File: src/rtl/ysyx_23060191_ifq.sv
// Instruction fetch queue: buffers {pc, inst} pairs between IFU and IDU, dropped on redirect, halts after ebreak.
// Latency: 1 cycle push-to-head when empty; head pc/inst are combinational reads of the read pointer.
// Backpressure: in_ready low when full, flushing or halted; out_valid low when empty, flushing or halted.
module ysyx_23060191_ifq #(
    parameter int               DEPTH  = 4,
    parameter int               XLEN   = 32,
    parameter logic [XLEN-1:0]  EBREAK = 32'h0010_0073
) (
    input  logic                       clk,
    input  logic                       rstn,
    input  logic                       in_valid,
    output logic                       in_ready,
    input  logic [XLEN-1:0]            in_pc,
    input  logic [XLEN-1:0]            in_inst,
    output logic                       out_valid,
    input  logic                       out_ready,
    output logic [XLEN-1:0]            out_pc,
    output logic [XLEN-1:0]            out_inst,
    input  logic                       flush,
    output logic [$clog2(DEPTH+1)-1:0] count,
    output logic                       halted
);

    localparam int AW = $clog2(DEPTH);
    localparam int CW = $clog2(DEPTH + 1);

    logic [XLEN-1:0] pc_mem_q   [DEPTH];
    logic [XLEN-1:0] pc_mem_d   [DEPTH];
    logic [XLEN-1:0] inst_mem_q [DEPTH];
    logic [XLEN-1:0] inst_mem_d [DEPTH];
    logic [AW-1:0]   rd_ptr_q, rd_ptr_d;
    logic [AW-1:0]   wr_ptr_q, wr_ptr_d;
    logic [CW-1:0]   count_q,  count_d;
    logic            halted_q, halted_d;
    logic            push, pop;

    // Handshakes and head read; flush and halt gate both sides so neither can complete.
    always_comb begin
        in_ready  = (count_q != CW'(DEPTH)) && !flush && !halted_q;
        out_valid = (count_q != '0) && !flush && !halted_q;
        push      = in_valid && in_ready;
        pop       = out_valid && out_ready;
        out_pc    = pc_mem_q[rd_ptr_q];
        out_inst  = inst_mem_q[rd_ptr_q];
        count     = count_q;
        halted    = halted_q;
    end

    // Next-state: pointer/count movement, entry write, and sticky halt on consuming ebreak.
    always_comb begin
        pc_mem_d   = pc_mem_q;
        inst_mem_d = inst_mem_q;
        rd_ptr_d   = rd_ptr_q;
        wr_ptr_d   = wr_ptr_q;
        count_d    = count_q;
        halted_d   = halted_q;
        if (flush) begin
            // Redirect: entries are abandoned in place, only the bookkeeping is cleared.
            rd_ptr_d = '0;
            wr_ptr_d = '0;
            count_d  = '0;
        end else begin
            if (push) begin
                pc_mem_d[wr_ptr_q]   = in_pc;
                inst_mem_d[wr_ptr_q] = in_inst;
                wr_ptr_d             = wr_ptr_q + AW'(1);
            end
            if (pop) begin
                rd_ptr_d = rd_ptr_q + AW'(1);
                if (out_inst == EBREAK) begin
                    halted_d = 1'b1;
                end
            end
            if (push && !pop) begin
                count_d = count_q + CW'(1);
            end else if (pop && !push) begin
                count_d = count_q - CW'(1);
            end
        end
    end

    // State registers; reset also zeroes storage so the head reads 0 out of reset.
    always_ff @(posedge clk or negedge rstn) begin
        if (!rstn) begin
            for (int i = 0; i < DEPTH; i++) begin
                pc_mem_q[i]   <= '0;
                inst_mem_q[i] <= '0;
            end
            rd_ptr_q <= '0;
            wr_ptr_q <= '0;
            count_q  <= '0;
            halted_q <= 1'b0;
        end else begin
            pc_mem_q   <= pc_mem_d;
            inst_mem_q <= inst_mem_d;
            rd_ptr_q   <= rd_ptr_d;
            wr_ptr_q   <= wr_ptr_d;
            count_q    <= count_d;
            halted_q   <= halted_d;
        end
    end

endmodule

File: config.mk
export PLATFORM = sky130hd
export DESIGN_NAME = ysyx_23060191_ifq
export DESIGN_NICKNAME = d
export VERILOG_FILES = /design/src/rtl/ysyx_23060191_ifq.sv
export SDC_FILE = /design/constraint.sdc
export NUM_CORES = 1
export LEC_CHECK = 0
export CORE_UTILIZATION = 30
export CTS_BUF_LIST = sky130_fd_sc_hd__clkbuf_4
export CTS_CLUSTER_SIZE = 30
export DETAILED_ROUTE_END_ITERATION = 10
export GPL_TIMING_DRIVEN = 0
export PLACE_DENSITY_LB_ADDON = 0.15
export SYNTH_ARGS = -nofsm -noshare
export SYNTH_HDL_FRONTEND = slang
export SYNTH_SLANG_ARGS = --single-unit
File: constraint.sdc
create_clock -name clk -period 2.7 [get_ports clk]
set_input_delay 0.54 -clock clk [delete_from_list [all_inputs] [get_ports clk]]
set_output_delay 0.54 -clock clk [all_outputs]
set_load 0.005 [all_outputs]
==> results of run 1 <==
## power groups by stage
stage / logic (uW) / clock network (uW) / registers (uW)
floorplan: 2890 / 0 / 5750
global placement: 5000 / 0 / 5970
detailed placement: 5050 / 0 / 5960
CTS: 5400 / 3840 / 5900
global route: 5840 / 4050 / 6080
finish: 5390 / 3630 / 5900
## layer usage
metal  track usage [%]  routed length [um]  vias to the layer above
li1                  -                   -                     3122
met1              20.8               13400                     3614
met2              24.5               14100                      149
met3              3.75                1380                       56
met4              6.72                 688                        0
met5                 0                   0                        -
## metrics by stage
step	TNS [ps]	utilization, %	hold slack, ps	instance area (um2)	std cells
2_1_floorplan	0	-	244	11700	682
3_3_place_gp	-3039820	36.1	481	13700	1330
3_5_place_dp	-97480	36.2	487	13700	1332
4_1_cts	-9420	39.8	31.4	15100	1495
5_1_grt	-9100	40.0	84.0	15200	1504
6_report	-1400	40.0	127	15200	1504
## worst max-delay path by stage
| stage | startpoint | endpoint | slack (ps) | cells past startpoint |
|---|---|---|---|---|
| global placement | rstn | pc_mem_q[4]$_DFFE_PN0P_ | -11190 | 1 |
| global route | rd_ptr_q[0]$_DFFE_PN0P_ | out_pc[29] | -250 | 6 |
| CTS | rd_ptr_q[0]$_DFFE_PN0P_ | out_pc[19] | -230 | 6 |
| floorplan | rd_ptr_q[0]$_DFFE_PN0P_ | out_pc[10] | 240 | 5 |
| finish | rd_ptr_q[0]$_DFFE_PN0P_ | out_pc[29] | -110 | 6 |
| detailed placement | rd_ptr_q[1]$_DFFE_PN0P_ | out_pc[23] | -1220 | 5 |
## what timing repair did
action / CTS / global route
hold endpoints to repair: 80 / 0
setup endpoints to repair: 68 / 65
buffers inserted: 35 / 12
cloned: 3 / 0
resized for setup: 325 / 15
hold buffers: 1 / 0
## cell families after synthesis
| logic type | synth area share (%) |
|---|---|
| adders and majority gates | 0.601 |
| xor gates and xnor gates | 0.225 |
| muxes | 37.3 |
| DFF | 56.6 |
| AOI/OAI and AO/OA | 0.547 |
| buffers and inverters | 3.15 |
| and+or+nand+nor | 1.51 |
## cell type report
type	instances	area, um2
Buffer	39	526
Timing Repair Buffer	186	1750
Clock buffer	109	818
Multi-Input combinational cell	371	4700
Sequential cell	264	6610
Fill cell	3638	22800
Clock inverter	16	90.1
Tap cell	511	639
Inverter	7	26.3
Antenna cell	1	2.50
## flip-flops by register name (all words and copies together), names as in the netlist
name        count
inst_mem_q    128
pc_mem_q      128
count           3
rd_ptr_q        2
wr_ptr_q        2
halted          1
## Yosys cell counts
master     count  share of area, %
fa_1           1              0.17
a2111oi_4      1              0.24
buf_1          3             0.097
and3b_1        1             0.075
mux4_2        64                12
mux2_2       257                25
o21ai_0        2             0.086
ha_1           4              0.43
nand4_1        1             0.054
nand3_1        2             0.086
a31o_2         1             0.075
nor4_1         4              0.21
inv_1          7              0.23
nand3b_1       2              0.13
dfrtp_1      264                57
clkbuf_1       4              0.13
nor3_1         3              0.13
nor4bb_1       1             0.086
nand2_1        5              0.16
xnor2_1        2              0.15
buf_2          9              0.39
mux2i_1        2              0.17
buf_6         24               2.3
a21oi_1        2             0.086
a21boi_0       1             0.064
nor2_1         9              0.29
nor4b_1        1             0.075
nand2_2        4              0.21
xor2_1         1             0.075
## worst register-to-register path: cells and delay by family (launching register included)
kind / cells / cell delay [ps]
muxes: 1 / 510
buffers and inverters: 4 / 530
and+or+nand+nor: 3 / 890
AOI/OAI and AO/OA: 1 / 200
DFF: 1 / 410
==> flow_metrics.tcl, run 1 <==
set metrics [dict create \
    synthDistinctLibCells 29 \
    fin_ws_ps -114 \
    path_class "register to primary output" \
    critPathArrivalTime_ps 2270 \
    crit_chain "buf_12 -> buf_16 -> buf_12 -> buf_6 -> mux4_2 -> buf_2" \
    pre_cts_slack_ps -1220 \
    fin_nets 1020 \
    status "complete, but fails checks" \
    synth_area_um2 11700 \
    avgRoutedWirePerCell_um 19.7 \
    cts_max_path_buffers 3 \
    slowest_delay_ps 500 \
    setup_viol 46 \
    overflow 0 \
    powerDensity_nw_per_um2 985 \
    worstHoldPathCells 2 \
    cpMostUsedCell "buf_12" \
    clock_latency_ps 730 \
    seq_area_frac_synth_pct 56.6 \
    max_cap_viol_count 0 \
    crit_required_ps 2160 \
    comb_power_share_pct 36.1 \
    drive_gt1_share_pct 59.6 \
    rsz0062_at_grt "true" \
    grt_pass1_vias 7534 \
    power.switching_uw 4250 \
    path_buf_inv 5 \
    worstReg2RegEnd "halted$_DFFE_PN0P_" \
    vias 6941 \
    finalClockSkew_ps 35.4 \
    cts_root_buffer "clkbuf_4" \
    die_x_um 199 \
    grt_antenna_before_repair 1 \
    p_leak_uw 0.00687 \
    r2r-start "rd_ptr_q[0]$_DFFE_PN0P_" \
    numCtsBuffers 77 \
    vias_per_cell 4.62 \
    dieHeight_um 199 \
    internal-power_uw 10700 \
    coreArea_um2 37900 \
    end_kind "primary output" \
    p_seq_share_pct 39.5 \
    ant_nets 0 \
    drt_iter0_drc 166 \
    finalCritPeriodShare_pct 104 \
    maxSlewViolCount 0 \
    dieArea_um2 39700 \
    clkSlewWorstSetupHoldPaths_ps 50 \
    rows 71 \
    io_pins 139 \
    clkSinkCount 264 \
    critical_path.max_fanout 7 \
    track_usage_pct 15.7 \
    hold_viol 0 \
    ys_warn_count 0 \
    ys_ff_latch 264 \
    critPathSlowestCell "mux4_2" \
    grt_max_degree 108 \
    postRouteWirelength_um 29600 \
    htreeDepth 3 \
    netlist_instances 682 \
    switching_share_pct 28.5 \
    cp-start-kind "register" \
    ir_drop_v 0.000352 \
    grt_pass1_wl_um 45800 \
    tritoncts "yes" \
    rrSetupSlack_ps 120 \
    totalPowerFinal_uw 14900 \
    min_to "wr_ptr_q[0]$_DFFE_PN0P_" \
    violations "setup timing" \
    dr.pass1.iters 4 \
    min_path_type "primary input to register" \
    synth.avg_cell_area_um2 17.1 \
    layout_commonest_cell "dfrtp_1" \
    route.detailed.drc 0 \
    maxSlewHeadroom_pct 52.2 \
    gp_congestion 0.703 \
    clkPwrFrac_pct 24.3 \
    portBuffers 137 \
    max_freq_mhz 355 \
    hpwl_um 18700 \
    crit_family "buffers and inverters" \
    area_delta_synth_final_pct 30.0 \
    worstHoldStart "flush" \
    rr_worst_depth 9 \
    tightest_slew_ps 717 \
    syn_nets 756 \
    layout_min_cycle_time_ps 2810 \
    mostFrequentLayoutCells "dfrtp_1, mux2_2, clkbuf_4, clkdlybuf4s50_1, mux4_2" \
    start_util_pct 30.8 \
]
(Power assumes the default switching activity.)
==> run 2: changes to the inputs <==
CORE_MARGIN = 8   (was default)
==> run 2 against run 1 <==
Compared with the run above: the run still ends with setup timing left; setup slack worse by 52 ps; sequential cell count stayed put; first-iteration DRC count is 19% higher; count of clock-buffer cells in the layout is 2 higher; clock power is 1% higher; fmax is 1.8% lower; combinational power is 4.8% higher; critical path depth stayed put; global-route usage is 1.8 points lower; largest power group unchanged.
==> flow_metrics.tcl, run 2 (synthesis gave the netlist of run 1 again) <==
set metrics [dict create \
    status "complete, but fails checks" \
    violations "setup timing" \
    setup_viol 62 \
    clkSinkCount 264 \
    powerDensity_nw_per_um2 991 \
    rsz0062_at_grt "true" \
    cp-start-kind "register" \
    grt_pass1_wl_um 47500 \
    layout_commonest_cell "dfrtp_1" \
    placedCellCount 1339 \
    path_depth 6 \
    worstReg2RegEnd "halted$_DFFE_PN0P_" \
    end_kind "primary output" \
    slowest_delay_ps 520 \
    maxSlewViolCount 0 \
    fin_ws_ps -166 \
    die_x_um 213 \
    crit_end "out_pc[26]" \
    fin_util_pct 39.9 \
    vias 6961 \
    avgRoutedWirePerCell_um 20.1 \
    finalCritPeriodShare_pct 106 \
    rrSetupSlack_ps 130 \
    max_freq_mhz 349 \
    ir_drop_v 0.000339 \
    totalPowerFinal_uw 15300 \
    layout_min_cycle_time_ps 2870 \
    grt_max_degree 115 \
    numCtsBuffers 78 \
    cts_max_path_buffers 3 \
    mostFrequentLayoutCells "dfrtp_1, mux2_2, clkbuf_4, clkdlybuf4s50_1, mux4_2" \
    crit_chain "buf_12 -> buf_16 -> buf_12 -> buf_6 -> mux4_2 -> buf_6" \
    critPathArrivalTime_ps 2330 \
    finalClockSkew_ps 44.4 \
    io_pins 139 \
    grt_pass1_vias 7861 \
    route.detailed.drc 0 \
    rr_worst_depth 10 \
    cp-startpoint "rd_ptr_q[0]$_DFFE_PN0P_" \
    dieHeight_um 213 \
    max_cap_viol_count 0 \
    fin_cells 1525 \
    track_usage_pct 13.9 \
    nFillCells 3712 \
    drt_iter0_drc 198 \
    path_class "register to primary output" \
    min_path_type "primary input to register" \
    clock_latency_ps 720 \
    start_util_pct 30.3 \
    htreeDepth 3 \
    hpwl_um 19700 \
    critical_path.max_fanout 7 \
    timing.hold.ws_ps 130 \
    coreArea_um2 38600 \
    maxSlewHeadroom_pct 51.3 \
    tightest_slew_ps 730 \
    crit_required_ps 2160 \
    dr.pass1.iters 4 \
    drive_gt1_share_pct 60.7 \
    overflow 0 \
    grt_antenna_before_repair 3 \
    dieArea_um2 45500 \
    vias_per_cell 4.56 \
    tritoncts "yes" \
    portBuffers 137 \
    r2r-start "rd_ptr_q[0]$_DFFE_PN0P_" \
    worstHoldPathCells 2 \
    critPathSlowestCell "mux4_2" \
    hold_viol 0 \
    path_buf_inv 5 \
    postRouteWirelength_um 30700 \
    fin_nets 1029 \
    clkSlewWorstSetupHoldPaths_ps 60 \
    ant_nets 0 \
    cts_root_buffer "clkbuf_4" \
    gp_congestion 0.702 \
    area_delta_synth_final_pct 32.0 \
    crit_family "buffers and inverters" \
    rows 72 \
    p_leak_uw 0.00698 \
]
[run 2: metrics by stage]
stage	setup slack, ps	setup TNS, ps	area, um2
6_report	-166	-4210	15400
5_1_grt	-312	-13480	15400
4_1_cts	-313	-13130	15200
3_5_place_dp	-1250	-90130	13700
3_3_place_gp	-11300	-3068020	13700
2_1_floorplan	238	0	11700
[run 2: report_power, final]
part | internal (uW) | switching, uW
registers | 5280 | 638
clock network | 1970 | 1710
logic | 3630 | 2020
total | 10900 | 4370
[run 2: metal layers]
metal  routed length (um)  vias up  GRT usage (%)
li1                     -     3150              -
met1                14000     3621           18.1
met2                14800      142           22.0
met3                 1410       46           3.90
met4                  510        2           4.68
met5                   12        -              0
[run 2: worst min path at each step]
stage,startpoint,to
floorplan,rstn,count[0]$_DFFE_PN0P_
global placement,inst_mem_q[63]$_DFFE_PN0P_,inst_mem_q[63]$_DFFE_PN0P_
detailed placement,inst_mem_q[32]$_DFFE_PN0P_,inst_mem_q[32]$_DFFE_PN0P_
CTS,flush,wr_ptr_q[0]$_DFFE_PN0P_
global route,flush,wr_ptr_q[0]$_DFFE_PN0P_
finish,flush,wr_ptr_q[0]$_DFFE_PN0P_
[run 2: cell type report]
cell class	instances	area (um2)	share of cell area, %
Sequential cell	264	6610	42.9
Multi-Input combinational cell	371	4710	30.6
Timing Repair Buffer	194	1890	12.3
Clock buffer	111	833	5.41
Tap cell	518	648	4.21
Buffer	39	573	3.72
Clock inverter	19	101	0.658
Inverter	7	26.3	0.171
Antenna cell	2	5.00	0.0325
[run 2: repair_timing]
action	4_1_cts	5_1_grt
resized for setup	336	42
endpoints found under the setup margin	68	65
hold buffers	1	0
hold endpoints to repair	54	0
cloned	2	0
setup buffers	42	15
==> run 3: changes to the inputs <==
CTS_BUF_LIST = sky130_fd_sc_hd__clkbuf_4 sky130_fd_sc_hd__clkbuf_8   (was sky130_fd_sc_hd__clkbuf_4)
==> run 3 against run 2 <==
Compared with the run above: the flow still finishes with violations (setup timing); worst hold slack improved by 170 ps; combinational power decreased by 6.9%; fmax increased by 5.5%; routed wire length decreased by 2.5%.
==> flow_metrics.tcl, run 3 (synthesis gave the netlist of run 1 again) <==
set metrics [dict create \
    fin_nets 984 \
    r2r-start "rd_ptr_q[0]$_DFFE_PN0P_" \
    dr.pass1.iters 4 \
    critPathSlowestCell "mux4_2" \
    route.detailed.drc 0 \
    grt_pass1_wl_um 46300 \
    grt_max_degree 115 \
    gp_congestion 0.702 \
    area_delta_synth_final_pct 30.6 \
    grt_pass1_vias 7498 \
    drive_gt1_share_pct 57.4 \
    maxSlewHeadroom_pct 51.6 \
    timing.hold.ws_ps 303 \
    path_class "register to primary output" \
    tritoncts "yes" \
    clkSlewWorstSetupHoldPaths_ps 60 \
    seq_area_um2 6610 \
    tightest_slew_ps 726 \
    p_leak_uw 0.00684 \
    min_path_type "primary input to register" \
    clkSinkCount 264 \
    clock_latency_ps 570 \
    critical_path.max_fanout 7 \
    finalClockSkew_ps 19.0 \
    rsz0062_at_grt "true" \
    drt_iter0_drc 201 \
    cts_max_path_buffers 3 \
    dpl-instance-area_um2 13700 \
    dieArea_um2 45500 \
    setup_viol 2 \
    tns_ps -22.2 \
    rows 72 \
    vias 6742 \
    vias_per_cell 4.61 \
    ir_drop_v 0.000317 \
    finalInstanceArea_um2 15200 \
    slowest_delay_ps 520 \
    htreeDepth 2 \
    max_freq_mhz 368 \
    overflow 0 \
    portBuffers 137 \
    max_cap_viol_count 0 \
    grt_antenna_before_repair 1 \
    coreArea_um2 38600 \
    dieHeight_um 213 \
    cp-startpoint "rd_ptr_q[0]$_DFFE_PN0P_" \
    critPathArrivalTime_ps 2180 \
    die_x_um 213 \
    totalPowerFinal_uw 15100 \
    ant_nets 0 \
    hpwl_um 19700 \
    status "complete, but fails checks" \
    start_util_pct 30.3 \
    multi_input_area_um2 4690 \
    violations "setup timing" \
    avgRoutedWirePerCell_um 20.5 \
    io_pins 139 \
    cpMostUsedCell "buf_12" \
    layout_min_cycle_time_ps 2720 \
    crit_required_ps 2160 \
    nFillCells 3711 \
    cp-start-kind "register" \
    crit_chain "buf_12 -> buf_16 -> buf_12 -> buf_6 -> mux4_2 -> buf_2" \
    cts_root_buffer "clkbuf_8" \
    finalCritPeriodShare_pct 101 \
    fin_ws_ps -16.7 \
    track_usage_pct 13.5 \
    layout_commonest_cell "dfrtp_1" \
    hold_viol 0 \
    numCtsBuffers 49 \
    pre_cts_slack_ps -1250 \
    end_kind "primary output" \
    postRouteWirelength_um 30000 \
    worstHoldStart "flush" \
    powerDensity_nw_per_um2 990 \
    mostFrequentLayoutCells "dfrtp_1, mux2_2, clkdlybuf4s50_1, mux4_2, clkbuf_8" \
    maxSlewViolCount 0 \
]
## run 3: cell types whose count changed in the layout (fill, tap and decap cells not counted), moves of 3 or more
| cell | delta |
|---|---|
| clkbuf_8 | +64 |
| dlygate4sd2_1 | +5 |
| buf_12 | -8 |
| clkbuf_2 | +3 |
| buf_2 | -6 |
| clkbuf_4 | -97 |
| clkinv_1 | -13 |
| buf_6 | -16 |
| clkdlybuf4s15_1 | +11 |
| buf_4 | -7 |
## run 3: final timing paths
| kind | endpoint | slack (ps) | cells past startpoint |
|---|---|---|---|
| max in group asynchronous | pc_mem_q[4]$_DFFE_PN0P_ | 1210 | 3 |
| max | out_pc[2] | -20 | 6 |
| min | rd_ptr_q[1]$_DFFE_PN0P_ | 300 | 2 |
| min in group asynchronous | inst_mem_q[9]$_DFFE_PN0P_ | 500 | 2 |
| max reg2reg | halted$_DFFE_PN0P_ | 230 | 8 |
| min reg2reg | inst_mem_q[37]$_DFFE_PN0P_ | 500 | 1 |
## run 3: power by group
group          switching (uW)  internal, uW
clock network            1630          2290
logic                    1920          3340
registers                 624          5290
total                    4170         10900
## run 3: repair_timing
item	in CTS	in global routing
setup endpoints to repair	67	46
hold endpoints to repair	54	0
gates resized for setup	262	40
pin swaps	0	0
gates cloned	2	0
hold buffers	1	0
buffers inserted	32	6
## run 3: worst max-delay path, delay by kind of cell (launching register included)
family | cells | cell delay, ps
buffers and inverters | 5 | 660
multiplexers | 1 | 520
flip-flops | 1 | 410
## run 3: stage by stage
step / instances / util [%]
2_1_floorplan: 682 / -
3_3_place_gp: 1337 / 35.5
3_5_place_dp: 1339 / 35.7
4_1_cts: 1457 / 39.4
5_1_grt: 1461 / 39.5
6_report: 1462 / 39.5
## run 3: layer usage
| layer | GRT usage, % | routed length, um | vias to the layer above |
|---|---|---|---|
| met5 | 0 | 13 | - |
| met4 | 3.88 | 569 | 2 |
| met3 | 2.67 | 1120 | 44 |
| met2 | 21.6 | 14300 | 119 |
| met1 | 18.3 | 14000 | 3566 |
| li1 | - | - | 3011 |
## run 3: cell type report
class	instances	share of cell area, %
flip-flops and latches	264	43.4
clock inverters	6	0.214
multi-input cells	371	30.8
repair buffers	178	11.0
inverters	7	0.172
diodes	1	0.0164
well taps	518	4.25
plain buffers	39	3.70
clock buffers	78	6.47
